<file path="src/rtl/lock_ctrl.sv">
// lock_ctrl: keypad-driven door lock controller. Steers the external four-digit
// entry shift register, checks the code on ENTER, times the unlock window and the alarm lockout.
module lock_ctrl #(
   parameter logic [15:0] SECRET         = 16'h4321,
   parameter int          OPEN_CYCLES    = 50000000,
   parameter int          LOCKOUT_CYCLES = 250000000,
   parameter int          MAX_FAILS      = 3
) (
   input  logic        clk,
   input  logic        clr,
   input  logic        key_valid,
   input  logic [3:0]  key_code,
   input  logic [15:0] code_i,
   output logic        sr_ce,
   output logic        sr_clr,
   output logic        unlock,
   output logic        alarm,
   output logic        err,
   output logic [2:0]  digit_cnt
);

   // state   | meaning
   // ENTRY   | collecting digits; CLEAR and ENTER honoured
   // CHECK   | single cycle compare of code_i against SECRET
   // OPEN    | unlock high while the timer runs down to zero
   // LOCKOUT | alarm high while the timer runs down; all keys dropped
   typedef enum logic [1:0] {
      ENTRY   = 2'd0,
      CHECK   = 2'd1,
      OPEN    = 2'd2,
      LOCKOUT = 2'd3
   } state_t;

   localparam int            TMAX       = (OPEN_CYCLES > LOCKOUT_CYCLES) ? OPEN_CYCLES : LOCKOUT_CYCLES;
   localparam int            TW         = $clog2(TMAX + 1);
   localparam logic [TW-1:0] OPEN_LOAD  = TW'(OPEN_CYCLES - 1);
   localparam logic [TW-1:0] LOCK_LOAD  = TW'(LOCKOUT_CYCLES - 1);
   localparam logic [2:0]    FAIL_LIMIT = 3'(MAX_FAILS);

   state_t        state;
   state_t        state_nx;
   logic [TW-1:0] timer;
   logic [2:0]    fail_cnt;
   logic          key_digit;
   logic          key_enter;
   logic          key_clear;
   logic          match;
   logic          fail_hit;
   logic          timer_done;
   logic          unlock_nx;
   logic          alarm_nx;
   logic          err_nx;
   logic          sr_clr_nx;

   assign key_digit  = key_valid && (key_code <= 4'd9);
   assign key_enter  = key_valid && (key_code == 4'hA);
   assign key_clear  = key_valid && (key_code == 4'hB);
   assign match      = (digit_cnt == 3'd4) && (code_i == SECRET);
   assign fail_hit   = (fail_cnt + 3'd1) >= FAIL_LIMIT;
   assign timer_done = (timer == '0);

   // State and registered outputs share one register process.
   always_ff @(posedge clk or negedge clr) begin
      if (!clr) begin
         state  <= ENTRY;
         unlock <= 1'b0;
         alarm  <= 1'b0;
         err    <= 1'b0;
         sr_clr <= 1'b0;
      end else begin
         state  <= state_nx;
         unlock <= unlock_nx;
         alarm  <= alarm_nx;
         err    <= err_nx;
         sr_clr <= sr_clr_nx;
      end
   end

   always_comb begin
      state_nx = state;
      case (state)
         ENTRY: begin
            if (key_enter) state_nx = CHECK;
         end
         CHECK: begin
            if (match)         state_nx = OPEN;
            else if (fail_hit) state_nx = LOCKOUT;
            else               state_nx = ENTRY;
         end
         OPEN, LOCKOUT: begin
            if (timer_done) state_nx = ENTRY;
         end
         default: state_nx = ENTRY;
      endcase
   end

   // unlock/alarm follow the next state so they rise on the first OPEN/LOCKOUT cycle.
   always_comb begin
      sr_ce     = key_digit && (state == ENTRY) && (digit_cnt < 3'd4);
      unlock_nx = (state_nx == OPEN);
      alarm_nx  = (state_nx == LOCKOUT);
      err_nx    = (state == CHECK) && !match;
      sr_clr_nx = (state == CHECK) || ((state == ENTRY) && key_clear);
   end

   always_ff @(posedge clk or negedge clr) begin
      if (!clr) begin
         digit_cnt <= '0;
         fail_cnt  <= '0;
         timer     <= '0;
      end else begin
         case (state)
            ENTRY: begin
               if (key_clear)  digit_cnt <= '0;
               else if (sr_ce) digit_cnt <= digit_cnt + 3'd1;
            end
            CHECK: begin
               digit_cnt <= '0;
               if (match) begin
                  fail_cnt <= '0;
                  timer    <= OPEN_LOAD;
               end else begin
                  fail_cnt <= fail_cnt + 3'd1;
                  if (fail_hit) timer <= LOCK_LOAD;
               end
            end
            OPEN: begin
               if (!timer_done) timer <= timer - TW'(1);
            end
            LOCKOUT: begin
               if (timer_done) fail_cnt <= '0;
               else            timer    <= timer - TW'(1);
            end
            default: ;
         endcase
      end
   end

endmodule

</file>
<file path="config.mk">
export PLATFORM = sky130hd
export DESIGN_NAME = lock_ctrl
export DESIGN_NICKNAME = d
export VERILOG_FILES = /design/src/rtl/lock_ctrl.sv
export SDC_FILE = /design/constraint.sdc
export NUM_CORES = 1
export LEC_CHECK = 0
export CORE_ASPECT_RATIO = 0.75
export CORE_UTILIZATION = 35
export DETAILED_ROUTE_END_ITERATION = 10
export PLACE_DENSITY = 0.67
export SLEW_MARGIN = 20
export SYNTH_ARGS = -nofsm -noshare
export SYNTH_HDL_FRONTEND = slang
export SYNTH_SLANG_ARGS = --single-unit
</file>
<file path="constraint.sdc">
create_clock -name clk -period 2.8 [get_ports clk]
set_input_delay 0.28 -clock clk [delete_from_list [all_inputs] [get_ports clk]]
set_output_delay 0.28 -clock clk [all_outputs]
set_load 0.03 [all_outputs]
</file>
-- After elaboration in Yosys (flattened, before gate mapping)
Index checks and enable logic that the tools add are counted.
- register bits: 40
- input port bits: 23
- output and inout port bits: 8
- word-level logic and storage cells: 61
- $add $sub $neg: 3
- order comparisons: 3
- equal/unequal tests: 13
- multiplexer cells: 15
- reduce and logical (&&, ||, !) cells: 19
- operator list (operator ; count):
    2-to-1 mux 28 bit ; 3
    case mux 28 bit (2 select lines) ; 1
    zero test 28 bit ; 1
    subtractor 28 x 1 -> 28 bit (second input constant) ; 1
    == test 16 x 15 -> 1 bit (second input constant) ; 1
    2-to-1 mux 3 bit ; 4
    case mux 3 bit (2 select lines) ; 2
    == test 2 bit (second input constant) ; 4
    == test 4 bit (second input constant) ; 2
    logical AND 1 bit ; 8
    2-to-1 mux 2 bit ; 4
    adder 3 x 1 -> 3 bit (second input constant) ; 2
    inequality test 3 bit (second input constant) ; 2
    case mux 2 bit (3 select lines) ; 1
    nonzero test 2 bit ; 3
    <= comparator 4 bit (second input constant) ; 1
    inequality test 2 bit (second input constant) ; 2
    AND reduction 2 bit ; 2
    == test 3 bit (second input constant) ; 1
    >= comparator 3 x 2 -> 1 bit (second input constant) ; 1
    < comparator 3 bit (second input constant) ; 1
    AND reduction 3 bit ; 1
    == test 2 x 1 -> 1 bit (second input constant) ; 1
    zero test 2 bit ; 1
    3 further kinds ; 3

-- Longest topological paths before layout
Gate-level depths: netlist of the first run.
- word-level depth: 7
- depth in mapped cells: 10
- mapped depth without buffers: 8

-- Worst setup path before layout of the first run
Ideal clock, no wire load.
- kind: register to register
- start: reg timer[0]
- end: reg fail_cnt[2]
- library setup time: 121 ps
- data arrival time: 2401 ps
- required time: 2679 ps
- slack: 278 ps
- cell stages (with the launch flop): 10
- path buffers: 2
- period minus slack after synthesis: 2522 ps
- cells stage by stage: dfrtp_1 > inv_1 > ha_1 > or4b_1 > nand2b_1 > clkbuf_1 > o41ai_4 > buf_2 > nand2_1 > a22o_1
- cells in the longest elaborated chain, start to end: 3
- ends and longest elaborated chain (item ; RTL line ; source):
    start: declaration ; 42 ; logic [TW-1:0] timer;
    start signal: assignment ; 128 ; if (!timer_done) timer <= timer - TW'(1);
    start signal: assignment ; 132 ; else timer <= timer - TW'(1);
    zero test 28 bit ; 60 ; assign timer_done = (timer == '0);
    inequality test 2 bit (no source line) ; n/a ;
    AND reduction 2 bit (no source line) ; n/a ;
    end signal: assignment ; 123 ; fail_cnt <= fail_cnt + 3'd1;
    end: declaration ; 43 ; logic [2:0] fail_cnt;
No other way between the ends.
A chain may end at the register's enable or synchronous reset.

-- Worst setup path in the final report of the first run
- start: reg timer[9]
- end: reg timer[26]
- cells in the longest elaborated chain, start to end: 3
- elaborated cells between the ends (all ways): 6
- those cells by class: 1 x add/sub; 1 x eq/ne; 2 x mux; 2 x reduce/logical
- ends and longest elaborated chain (item ; RTL line):
    subtractor 28 x 1 -> 28 bit / zero test 28 bit (equally long branches) ; 128, 132, 60
    2-to-1 mux 28 bit / inequality test 2 bit (equally long branches) ; n/a
    case mux 28 bit (2 select lines) / AND reduction 3 bit (equally long branches) ; n/a
Several ways; a longest one is shown, not always the timed one. The select of a mux whose other input is x is not followed.

==> metrics list, run 1 <==
* Area growth syn-to-layout: 22.89%
* Syn Std Cell Area: 2165 um^2
* Hold Path Class: in2async
- First-pass DRT Iterations: 4
- Primary flip-flop cell chosen by synthesis mapping: dfrtp_1
* Endpoint of the most critical setup path: timer[26]$_DFFE_PN0P_
- The average instance in the mapped netlist occupies 9.663 um^2.
- The initial utilization of the core area, before any placement, comes to 36.78%.
* Fill cell instance count of the final layout: 581
- Total negative slack for setup checks: 0 ns
- CTS placed an instance of clkbuf_8 at the clock tree root.
- Headroom to the max-slew limit: 41.28%
- Entering global routing, the biggest net connects slightly above 40 pins.
* Cells along the critical path: or4_4 > or4_4 > o41a_1 > o31ai_4 > a21oi_1 > a311oi_1
- Resize count post-CTS: 0
* Ranking of synthesized cells by area: dfrtp_1 (46%), xnor2_1 (5.7%), nand2_1 (4.2%)
* Arrival time of the worst setup path: between 2 and 3 ns
* Placed cell area: between 2000 and 3000 um^2
* Post-synth EDFFs: 0
- Counting both buffers and inverters, the worst setup path holds a total of 0.
* Number of nets still failing antenna checks after routing: 0
* Synthesized instance count: 224
- For flop-to-flop paths, the worst setup slack is 0.13 ns.
- TritonCTS created 5 clock buffers.
- Vias in the first global route: 1646
- DRC viols: 0
- After clock tree synthesis, the flow added hold-fix buffers numbering 0.
* Overall overflow remaining after global route: 0
* Post-CTS setup buffer count: 0
- Number of I/O pins: 31
- Clock skew after layout: 0.003618 ns
- GR Util All Layers: 15.63%
- CP peak stage delay: 0.58 ns
- Static Leak: 1.052 nW
- Static timing analysis puts the maximum clock frequency at 374.0 MHz.
* Routed length per instance: 14.12 um
- Excluding fillers, the count of instances in the completed layout stands at 339.
* Violation count after the first detailed-route iteration: between 80 and 90
* Antenna fix cells: 0
- The clock reaches the later pin of the worst-skew pair after 0.29 ns.
- Unrepaired setup endpoints after global routing: no
* Placeable core region: 5886 um^2
- Portion of the post-synthesis area used by sequential elements: 46.24%
- Critical R2R Capture: timer[26]$_DFFE_PN0P_
- Count of placed standard cells including taps: ~330
* DIE HEIGHT: 70.11 um
- Endpoint type of the worst setup path: register
- Total number of vias: 1779
* Net count after synthesis: approximately 250
- Total number of placement rows: 24
- In this run the tool buffered the top-level ports with 30 buffer cells.
* Final setup violation count: 0
- Fin. max-slew vios: 0
- Critical path startpoint category: register
- Critical path depth in cells: 6
- The die covers 6506 um^2.
- Vias per cell: 5.248
- Result of the run: finished, final reports clean
- Ratio of cells with drive above 1 in the final layout: 9.579%
- CP Data Required Time: 2.99 ns
- Post-layout net count: ~290
* Count of endpoints failing hold in the final timing report: 0
- Crit path kind: reg2reg
- Launch instance of the worst register-to-register path: timer[9]$_DFFE_PN0P_
* Crit-path max FO: 10
- Reg clk slew, reported paths: 0.08 ns
- Length in cells of the worst reg-to-reg path: 6
- First-pass GRT wire length: 7935 um
- Final WL: 4786 um
- Post-DP HPWL: 3498 um
* Number of distinct library cells after synthesis: 49
- The die is 92.81 um wide.
- The commonest cells after synthesis are dfrtp_1 (40), nand2_1 (24), nor2_1 (19), nor3_1 (14), xnor2_1 (14).
* Most numerous cell in the Yosys netlist: dfrtp_1
- Counting stages on the worst path, the most repeated cell is or4_4.
- At the pin with the least slew margin, the transition time is 0.8809 ns.
- The final critical path takes up 95.51% of the cycle.
- Family with the most delay on the worst path: simple AND/OR/NAND/NOR gates
- For this design, the sink count on the clock tree is 40.
- Power spread over the standard cell area amounts to 383.3 nW/um^2.
- Cell at the slowest stage of the critical path: or4_4
- The Yosys step of the flow raised 0 warnings.
* Dominant cell type by area after synthesis: dfrtp_1
- In this run the deepest clock path goes through 2 buffers.
- The most critical setup path has its startpoint at timer[9]$_DFFE_PN0P_.
- Routability Congestion: 0.7565
- Max-Cap Viols: 0
- Time the final worst path needs with I/O delays and setup: 2.674 ns
* Overall power of the completed layout: between 1 and 1.5 mW
* Number of antenna violations at the first check in global routing: 0
- Async SR Flop Fraction: 100.0%
- The synthesized design devotes to its leading area cell type 46.24% of total area.
- Summing all non-filler instances in the final layout gives an area of 2660 um^2.
- VDD IR-drop max: between 0.15 and 0.2 mV
- CTS H-tree depth: 2
- Counting flops and latches in the post-synthesis netlist gives 40.
* Clock tree from TritonCTS: yes
## final cells by class
cell class	instances	area [um^2]	share of cell area, %
Clock buffer	6	82.58	3.104
Clock inverter	2	10.01	0.3763
Inverter	8	30.03	1.129
Multi-Input combinational cell	168	1091	41.02
Sequential cell	40	1001	37.63
Tap cell	78	97.59	3.669
Timing Repair Buffer	37	347.8	13.08
## logic make-up (layout without fill, tap and decap cells)
logic type      Yosys count  after routing  share of synthesized area [%]
buf+inv                  16             53                          3.410
xor+xnor                 18             18                          7.283
mux                       1              1                         0.5202
flops                    40             40                          46.24
simple gates            103            103                          25.78
fa+ha+maj                 5              5                          2.890
compound gates           41             41                          13.87
## layer usage
layer	global-route usage [%]	routed length (um)
met1	23.44	2507
met2	21.65	2022
met3	3.595	197
met4	5.812	59
met5	0	0
## registers in the layout (all words and copies together), names as in the netlist
register	count
digit_cnt	3
sr_clr	1
err	1
unlock	1
fail_cnt	3
timer	28
state	2
alarm	1
## worst min-delay path by stage
| stage | from | end | slack, ns | cells past startpoint |
|---|---|---|---|---|
| after global placement | clr | sr_clr$_DFF_PN0_ | 0.45 | 1 |
| final | clr | digit_cnt[1]$_DFFE_PN0P_ | 0.1 | 1 |
| after global routing | clr | timer[19]$_DFFE_PN0P_ | 0.18 | 1 |
| after floorplan | clr | alarm$_DFF_PN0_ | -0.02 | 0 |
| after CTS | clr | timer[25]$_DFFE_PN0P_ | 0.15 | 1 |
| after detailed placement | clr | digit_cnt[1]$_DFFE_PN0P_ | 0.46 | 1 |
## per-stage QoR
step	utilization, %	setup WS, ns	hold slack [ns]
final	45.20	0.1259	0.09912
after global routing	45.20	0.004677	0.1838
after CTS	45.17	0.1145	0.1485
after detailed placement	43.60	0.1311	0.4634
after global placement	43.60	0.1789	0.4488
after floorplan	-	0.2778	-0.01559
## cell usage in the layout, fill, tap and decap left out, types with 3 or more instances in the layout
master           count
buf_4                7
o21ai_1              3
o21a_1               3
ha_1                 5
dfrtp_1             40
o21ai_0              9
nor2_1              19
xor2_1               4
nand2b_1             7
nand2_1             24
xnor2_1             14
nor3_1              14
nand3_1              4
or3_1                3
clkdlybuf4s50_1     29
a21oi_1             11
clkbuf_8             6
nor4_1              11
or4_1                4
inv_1                8
## where the power goes
| group | internal [mW] | leakage (nW) | switching (mW) | total [mW] |
|---|---|---|---|---|
| Combinational | 0.0284 | 0.550 | 0.0167 | 0.0451 |
| Sequential | 0.577 | 0.451 | 0.000161 | 0.577 |
| Clock | 0.197 | 0.0510 | 0.200 | 0.397 |
| Total | 0.802 | 1.05 | 0.217 | 1.02 |
Power figures use the tool's default switching activity.
==> run 2, diff against run 1 <==
--- a/config.mk
+++ b/config.mk
@@ -8,7 +8,8 @@
 export CORE_ASPECT_RATIO = 0.75
 export CORE_UTILIZATION = 35
 export DETAILED_ROUTE_END_ITERATION = 10
-export PLACE_DENSITY = 0.67
+export DONT_BUFFER_PORTS = 1
+export PLACE_DENSITY = 0.61
 export SLEW_MARGIN = 20
 export SYNTH_ARGS = -nofsm -noshare
 export SYNTH_HDL_FRONTEND = slang
==> metrics list, run 2 (synthesized netlist as in run 1, its figures left out) <==
* Result of the run: finished, final reports clean (unchanged)
* Largest register FFs: 28 (unchanged)
- The area growth from synthesis to layout is 11.10% (was 22.89%).
- Buffer cell driving the clock tree root: clkbuf_8 (unchanged)
- Max Freq: 362.0 MHz (was 374.0 MHz)
- Overall power of the completed layout: 0.9925 mW (was 1.020 mW)
- Overall overflow remaining after global route: 0 (unchanged)
- The floorplan core area came to 5886 um^2 (unchanged).
- Number of nets still failing antenna checks after routing: 0 (unchanged)
- Vias in the first global route: 1595 (was 1646)
- VDD IR-drop max: 0.1874 mV (was 0.1643 mV)
* Setup slack of the critical path after layout: 0.03788 ns (was 0.1259 ns)
* Fill cell instance count of the final layout: 605 (was 581)
- Arrival time of the worst setup path: 2.94 ns (was 2.86 ns)
* First-pass GRT wire length: 7866 um (was 7935 um)
- Time the final worst path needs with I/O delays and setup: 2.762 ns (was 2.674 ns)
- The number of antenna violations at the first check in global routing came to 0 (unchanged).
- The number of top-level design ports came to 31 (unchanged).
- The delay of the slowest cell on the worst path was 0.57 ns (was 0.58 ns).
* Post-DP HPWL: 3138 um (was 3498 um)
- Clock tree from TritonCTS: yes (unchanged)
- Post-layout net count: 258 (was 288)
- The clock buffer count from CTS was 5 (unchanged).
- The kind of cell adding the most delay to the critical path is simple AND/OR/NAND/NOR gates (unchanged).
* Buffers & Inverters on Critical Path: 1 (was 0)
- The final cell area excluding filler cells came to 2405 um^2 (was 2660 um^2).
* DIE HEIGHT: 70.11 um (unchanged)
- Count of placed standard cells including taps: 298 (was 331)
* Hold Path Class: in2reg (was in2async)
* Total number of vias: 1660 (was 1779)
- The final-report setup violation count is 0 (unchanged).
* Crit path kind: reg2reg (unchanged)
* GR Util All Layers: 15.50% (was 15.63%)
- Utilization after layout: 40.86% (was 45.20%)
* Routed length per instance: 15.06 um (was 14.12 um)
* Floorplan die area: 6506 um^2 (unchanged)
- Registers with the most flip-flops: timer x28, digit_cnt x3, fail_cnt x3 (unchanged)
- Commonest cells after routing, fill and taps aside: dfrtp_1 (39), nand2_1 (24), nor2_1 (19) (was dfrtp_1 (40), clkdlybuf4s50_1 (29), nand2_1 (24))
* Static Leak: 0.9402 nW (was 1.052 nW)
- First-pass DRT Iterations: 4 (unchanged)
- Top register by number of flip-flops: timer (unchanged)
- Routability Congestion: 0.8005 (was 0.7565)
- The port buffer count came to 0 (was 30).
- Max-Cap Viols: 0 (unchanged)
* Worst path most repeated cell: or4_4 (unchanged)
- Pin slew with the least headroom to its limit: 0.7952 ns (was 0.8809 ns)
* Ratio of cells with drive above 1 in the final layout: 10.39% (was 9.579%)
- The number of antenna diodes was 0 (unchanged).
- Reg clk slew, reported paths: 0.08 ns (about the same)
- Cells along the critical path: or4_4 > or4_4 > o41ai_4 > buf_4 > and2_4 > o21ai_1 > a21o_1 (was or4_4 > or4_4 > o41a_1 > o31ai_4 > a21oi_1 > a311oi_1).
* Most common cell after layout, fill and taps aside: dfrtp_1 (unchanged)
- Largest buffer count on any clock path: 2 (unchanged)
- The fraction of the cycle the final worst path needs is 98.65% (was 95.51%).
- The total count of hold-check failures in the final report came to 0 (unchanged).
* Violation count after the first detailed-route iteration: 110 (was 88)
- The peak fanout along the critical path came to 10 (unchanged).
* Num Clock Sinks: 40 (unchanged)
- The final wirelength is 4655 um (was 4786 um).
* CP Data Required Time: 2.98 ns (was 2.99 ns)
* Dpl ws: 0.1058 ns (was 0.1311 ns)
* Starting density of the core: 36.78% (unchanged)
* Power density over cell area: 412.7 nW/um^2 (was 383.3 nW/um^2)
* DRC viols: 0 (unchanged)
* Overall die width: 92.81 um (unchanged)
- Source-to-sink clock delay at the later pin of the worst-skew pair: 0.28 ns (was 0.29 ns)
- Cell at the slowest stage of the critical path: or4_4 (unchanged)
- The row count came to 24 (unchanged).
- Critical path startpoint category: register (unchanged)
- Headroom to the max-slew limit: 46.58% (was 41.28%)
- Largest net degree at the start of global routing: 41 (unchanged)
- CTS H-tree depth: 2 (unchanged)
- Clock skew after layout: 0.003555 ns (was 0.003618 ns)
- The kind of end point of the critical path is a register (unchanged).
- Number of non-filler instances in the completed layout: 309 (was 339)
- Placed cell area: 2248 um^2 (was 2566 um^2)
- Vias per cell: 5.372 (was 5.248)
- Fin. max-slew vios: 0 (unchanged)
[run 2: cell count changes in the layout (fill, tap and decap cells not counted), moves of 2 or more]
cell,delta
clkinv_2,-2
clkbuf_1,+2
buf_4,-2
clkdlybuf4s50_1,-29
[run 2: where the power goes]
part | switching (mW) | total (mW) | internal, mW | leakage [nW]
Clock | 0.194 | 0.395 | 0.201 | 0.0455
Combinational | 0.0129 | 0.0192 | 0.00632 | 0.446
Sequential | 0.000708 | 0.578 | 0.577 | 0.449
[run 2: routing by layer]
| layer | vias to the layer above | GRT usage, % | routed length [um] |
|---|---|---|---|
| met5 | - | 0 | 0 |
| met4 | 0 | 4.786 | 23 |
| met2 | 27 | 21.24 | 2028 |
| li1 | 812 | - | - |
| met1 | 819 | 23.81 | 2406 |
| met3 | 2 | 3.595 | 197 |
[run 2: what timing repair did]
action                                  4_1_cts  5_1_grt
hold buffers                                  2        0
gates resized for setup                       0        7
endpoints found under the setup margin        0       21
hold endpoints to repair                     40        0
buffers inserted                              0        1
[run 2: area by class of cell]
class                   count  area [um^2]  area share, %
inverters                   8        30.03          1.249
repair buffers              7        67.56          2.810
multi-input cells         168         1117          46.46
well taps                  78        97.59          4.058
clock buffers               8        90.09          3.746
flip-flops and latches     40         1002          41.68
[run 2: path summary, 6_finish.rpt]
| check | from | to | slack [ns] | cells past startpoint |
|---|---|---|---|---|
| max | timer[9]$_DFFE_PN0P_ | timer[14]$_DFFE_PN0P_ | 0.04 | 7 |
| min | key_code[0] | unlock$_DFF_PN0_ | 0.35 | 4 |
| max reg2reg | timer[9]$_DFFE_PN0P_ | timer[14]$_DFFE_PN0P_ | 0.04 | 7 |
| min reg2reg | timer[22]$_DFFE_PN0P_ | timer[22]$_DFFE_PN0P_ | 0.52 | 2 |
| max in group asynchronous | clr | timer[9]$_DFFE_PN0P_ | 2.13 | 2 |
| min in group asynchronous | clr | digit_cnt[0]$_DFFE_PN0P_ | 0.44 | 2 |
[run 2: worst min-delay path, cell delays in order]
cell and delay [ns]:
inv_1 0.05, nand3b_1 0.09, o21ai_0 0.11, nor2b_1 0.06
[run 2: stage by stage]
step	setup TNS (ns)	hold slack (ns)
6_report	0	0.3495
5_1_grt	-0.1461	0.3723
4_1_cts	0	0.3432
3_5_place_dp	0	-0.01463
3_3_place_gp	0	-0.01474
2_1_floorplan	0	-0.01559
==> run 3, diff against run 2 <==
--- a/config.mk
+++ b/config.mk
@@ -5,6 +5,7 @@
 export SDC_FILE = /design/constraint.sdc
 export NUM_CORES = 1
 export LEC_CHECK = 0
+export ABC_AREA = 1
 export CORE_ASPECT_RATIO = 0.75
 export CORE_UTILIZATION = 35
 export DETAILED_ROUTE_END_ITERATION = 10
==> metrics list, run 3 <==
- Result of the run: finished, final reports clean (unchanged).
- Async SR Flop Fraction: 100.0% (unchanged)
* Dominant cell type by area after synthesis: dfrtp_1 (unchanged)
- The fraction of the cycle the final worst path needs came to 79.25% (was 98.65%).
- The switching share of total power was 18.70% (was 20.92%).
- The largest register by flop count is timer (unchanged).
* Count of placed standard cells including taps: 466 (was 298)
- VDD IR-drop max: 0.1996 mV (was 0.1874 mV)
- Utilization after layout: 40.95% (was 40.86%)
- The post-place setup slack is 0.5934 ns (was 0.1058 ns).
* Final setup violation count: 0 (unchanged)
- Share of power burned in registers: 45.5% (was 58.2%)
- Internal power summed over all cells: 1.030 mW (was 0.7848 mW)
* Number of buffers added on ports: 0 (unchanged)
* Number of distinct library cells after synthesis: 32 (was 49)
* Clock skew after layout: 0.007710 ns (was 0.003555 ns)
- Violation count after the first detailed-route iteration: 204 (was 110)
* Max Freq: 450.7 MHz (was 362.0 MHz)
- Routed length per instance: 13.48 um (was 15.06 um)
- The data arrival time of the critical path is 2.46 ns (was 2.94 ns).
- Commonest cells after routing, fill and taps aside: nand2_1 (114), nor2_1 (62), inv_1 (43) (was dfrtp_1 (39), nand2_1 (24), nor2_1 (19)).
- The reg-to-reg critical path endpoint is timer[27]$_DFFE_PN0P_ (was timer[14]$_DFFE_PN0P_).
- Buffer cell driving the clock tree root: clkbuf_8 (unchanged)
* Largest net degree at the start of global routing: 41 (unchanged)
- The most repeated cell in the gate-level netlist after synthesis is nand2_1 (was dfrtp_1).
* Floorplan die area: 7840 um^2 (was 6506 um^2)
* Area fraction of the dominant cell type after synthesis: 38.20% (was 46.24%)
* Syn Std Cell Area: 2620 um^2 (was 2165 um^2)
- The H-tree level count came to 2 (unchanged).
- The cell depth of the worst hold path came to 2 (was 4).
* Cells along the critical path: inv_1 > ha_1 > nand2_1 > inv_1 > nand3_1 > nand2_1 > nand2_4 > nand2_4 > inv_2 > nand2_1 > nand2_1 (was or4_4 > or4_4 > o41ai_4 > buf_4 > and2_4 > o21ai_1 > a21o_1)
* Final-layout worst hold slack: 0.1728 ns (was 0.3495 ns)
- Total negative slack for setup checks: 0 ns (unchanged)
* Endpoint type of the worst setup path: register (unchanged)
* Clock tree from TritonCTS: yes (unchanged)
- The number of nets in the final layout was 405 (was 258).
- Launch instance of the worst register-to-register path: digit_cnt[0]$_DFFE_PN0P_ (was timer[9]$_DFFE_PN0P_)
- The sum of internal, switching and leakage power is 1.267 mW (was 0.9925 mW).
- The total number of clock tree sinks was 40 (unchanged).
- The detailed-route vias per instance is 4.882 (was 5.372).
- CP peak stage delay: 0.56 ns (was 0.57 ns)
* Routability Congestion: 0.8983 (was 0.8005)
- The sum of overflow across all layers after global routing is 0 (unchanged).
* CP Data Required Time: 3.04 ns (was 2.98 ns)
* Total number of vias: 2324 (was 1660)
- Yosys warns: 0 (unchanged)
- The met3 usage in global routing was 4.011% (was 3.595%).
- The combinational fraction of design power came to 1.8% (was 1.9%).
- Fin. max-slew vios: 0 (unchanged)
* Worst path most repeated cell: nand2_1 (was or4_4)
- The first-pass GRT wire length was 10580 um (was 7866 um).
- The total count of hold-check failures in the final report came to 0 (unchanged).
- Area growth syn-to-layout: 9.838% (was 11.10%)
- The fraction of layout cells with a size suffix above 1 was 8.995% (was 10.39%).
- DRC viols: 0 (unchanged)
- Max-Cap Viols: 0 (unchanged)
- Crit path kind: reg2reg (unchanged)
* Number of nets still failing antenna checks after routing: 0 (unchanged)
* DIE HEIGHT: 76.93 um (was 70.11 um)
- Worst hold path startpoint: key_valid (was key_code[0])
* Number of antenna violations at the first check in global routing: 0 (unchanged)
- The final cell area excluding filler cells is 2878 um^2 (was 2405 um^2).
- Registers with the most flip-flops: timer x28, digit_cnt x3, fail_cnt x3 (unchanged).
- The number of buffers inserted to repair setup after CTS is 0 (unchanged).
- Time the final worst path needs with I/O delays and setup: 2.219 ns (was 2.762 ns)
- Ranking of synthesized cells by area: dfrtp_1 (38%), nand2_1 (16%), nor2_1 (8.9%) (was dfrtp_1 (46%), xnor2_1 (5.7%), nand2_1 (4.2%)).
* Headroom to the max-slew limit: 66.66% (was 46.58%)
- Hold Path Class: in2reg (unchanged)
- Post-DP HPWL: 4640 um (was 3138 um)
* Reg clk slew, reported paths: 0.08 ns (about the same)
- Length in cells of the worst reg-to-reg path: 11 (was 7)
* Synthesized instance count: 375 (was 224)
* Setup slack of the critical path after layout: 0.5811 ns (was 0.03788 ns)
- Net count after synthesis: 403 (was 252)
- The effective utilization at floorplan was 37.29% (was 36.78%).
- The flop-to-flop setup slack was 0.58 ns (was 0.04 ns).
- Leading cell types by count after synthesis: nand2_1 (114), nor2_1 (62), inv_1 (43), dfrtp_1 (40), nand3_1 (32) (was dfrtp_1 (40), nand2_1 (24), nor2_1 (19), nor3_1 (14), xnor2_1 (14)).
- The leakage power is 1.436 nW (was 0.9402 nW).
* Placed cell area: 2689 um^2 (was 2248 um^2)
- Unrepaired setup endpoints after global routing: no
* Global-route track usage on met1: 27.53% (was 23.81%)
* Switching power total: 0.2370 mW (was 0.2077 mW)
- The number of global-route vias before repair is 2156 (was 1595).
- Largest buffer count on any clock path: 2 (unchanged)
* Critical path startpoint category: register (unchanged)
- Flop and latch count out of synthesis: 40 (unchanged)
- Largest register FFs: 28 (unchanged)
* Total clock buffers created by CTS: 5 (unchanged)
* Origin of the worst setup path: digit_cnt[0]$_DFFE_PN0P_ (was timer[9]$_DFFE_PN0P_)
- The final standard cell count with taps included and fillers excluded came to 476 (was 309).
- Power density over cell area: 440.4 nW/um^2 (was 412.7 nW/um^2)
- Clk pwr share: 52.6% (was 39.8%)
* First-pass DRT Iterations: 4 (unchanged)
- Source-to-sink clock delay at the later pin of the worst-skew pair: 0.30 ns (was 0.28 ns)
- Pin slew with the least headroom to its limit: 0.5002 ns (was 0.7952 ns)
* Global route hottest layer: met1 (unchanged)
- The met2 routing resource usage after global routing is 23.58% (was 21.24%).
- The fraction of the yosys area taken by sequential cells came to 38.20% (was 46.24%).
- Overall die width: 101.9 um (was 92.81 um)
- Number of I/O pins: 31 (unchanged)
- The synthesized area per cell was 6.987 um^2 (was 9.663 um^2).
- Most common cell after layout, fill and taps aside: nand2_1 (was dfrtp_1)
* Primary flip-flop cell chosen by synthesis mapping: dfrtp_1 (unchanged)
- Placeable core region: 7027 um^2 (was 5886 um^2)
- The number of enable-type register cells in the synthesized netlist came to 0 (unchanged).
* Crit-path max FO: 29 (was 10)
- The total track usage came to 17.46% (was 15.50%).
* Worst Hold Endpoint: state[0]$_DFF_PN0_ (was unlock$_DFF_PN0_)
- The highest-delay cell along the critical path is dfrtp_1 (was or4_4).
* Total number of placement rows: 26 (was 24)
- Antenna fix cells: 0 (unchanged)
- The final wirelength is 6417 um (was 4655 um).
run 3: cell count changes after synthesis, sizes merged, moves of 7 or more:
cell    previous run  this run
nor3              14         5
inv                8        44
nor4              11         0
nand2b             7         0
nand4              0         7
nand3              4        33
a21oi             11         2
o21ai             12        24
nor2              19        72
nand2             24       119
xnor2             14         2
run 3: worst max path at each step:
stage | endpoint | cells after the start
finish | timer[27]$_DFFE_PN0P_ | 11
global route | timer[5]$_DFFE_PN0P_ | 11
CTS | timer[27]$_DFFE_PN0P_ | 11
detailed placement | timer[27]$_DFFE_PN0P_ | 11
global placement | timer[9]$_DFFE_PN0P_ | 11
floorplan | timer[1]$_DFFE_PN0P_ | 12
run 3: cell families (layout without fill, tap and decap cells):
logic type	after synthesis	count (layout)	share of synthesized area (%)
AOI/OAI and AO/OA	30	30	6.972
xor gates and xnor gates	9	9	3.009
adders and majority gates	5	5	2.388
buffers and inverters	52	55	8.643
DFF	40	40	38.20
and+or+nand+nor	239	239	40.78
run 3: metal layers:
metal	vias up	wire length, um
li1	1171	-
met1	1107	3412
met2	40	2667
met3	6	296
met4	0	40
met5	-	0
run 3: worst max-delay path, delay by kind of cell, from the launching register on:
kind,cells,cell delay (ns)
flip-flops,1,0.56
AND/OR/NAND/NOR,7,0.86
buffers and inverters,3,0.49
adder cells (fa/ha/maj),1,0.23
run 3: power groups by stage:
stage               logic, mW  clock network, mW  registers (mW)
floorplan             0.00608                  0           0.589
global placement      0.00674                  0           0.589
detailed placement    0.00719                  0           0.589
CTS                    0.0244              0.673           0.577
global route           0.0270              0.692           0.577
finish                 0.0234              0.667           0.577
run 3: final cells by class:
type	instances	area [um^2]
Inverter	44	165.2
Timing Repair Buffer	3	37.54
Fill cell	736	4149
Multi-Input combinational cell	283	1393
Tap cell	98	122.6
Clock inverter	3	90.09
Clock buffer	5	68.82
Sequential cell	40	1001
run 3: timing repair:
| item | CTS | global route |
|---|---|---|
| endpoints found under the setup margin | 0 | 0 |
| hold buffers | 2 | 0 |
| resized for setup | 0 | 0 |
| hold endpoints to repair | 40 | 0 |
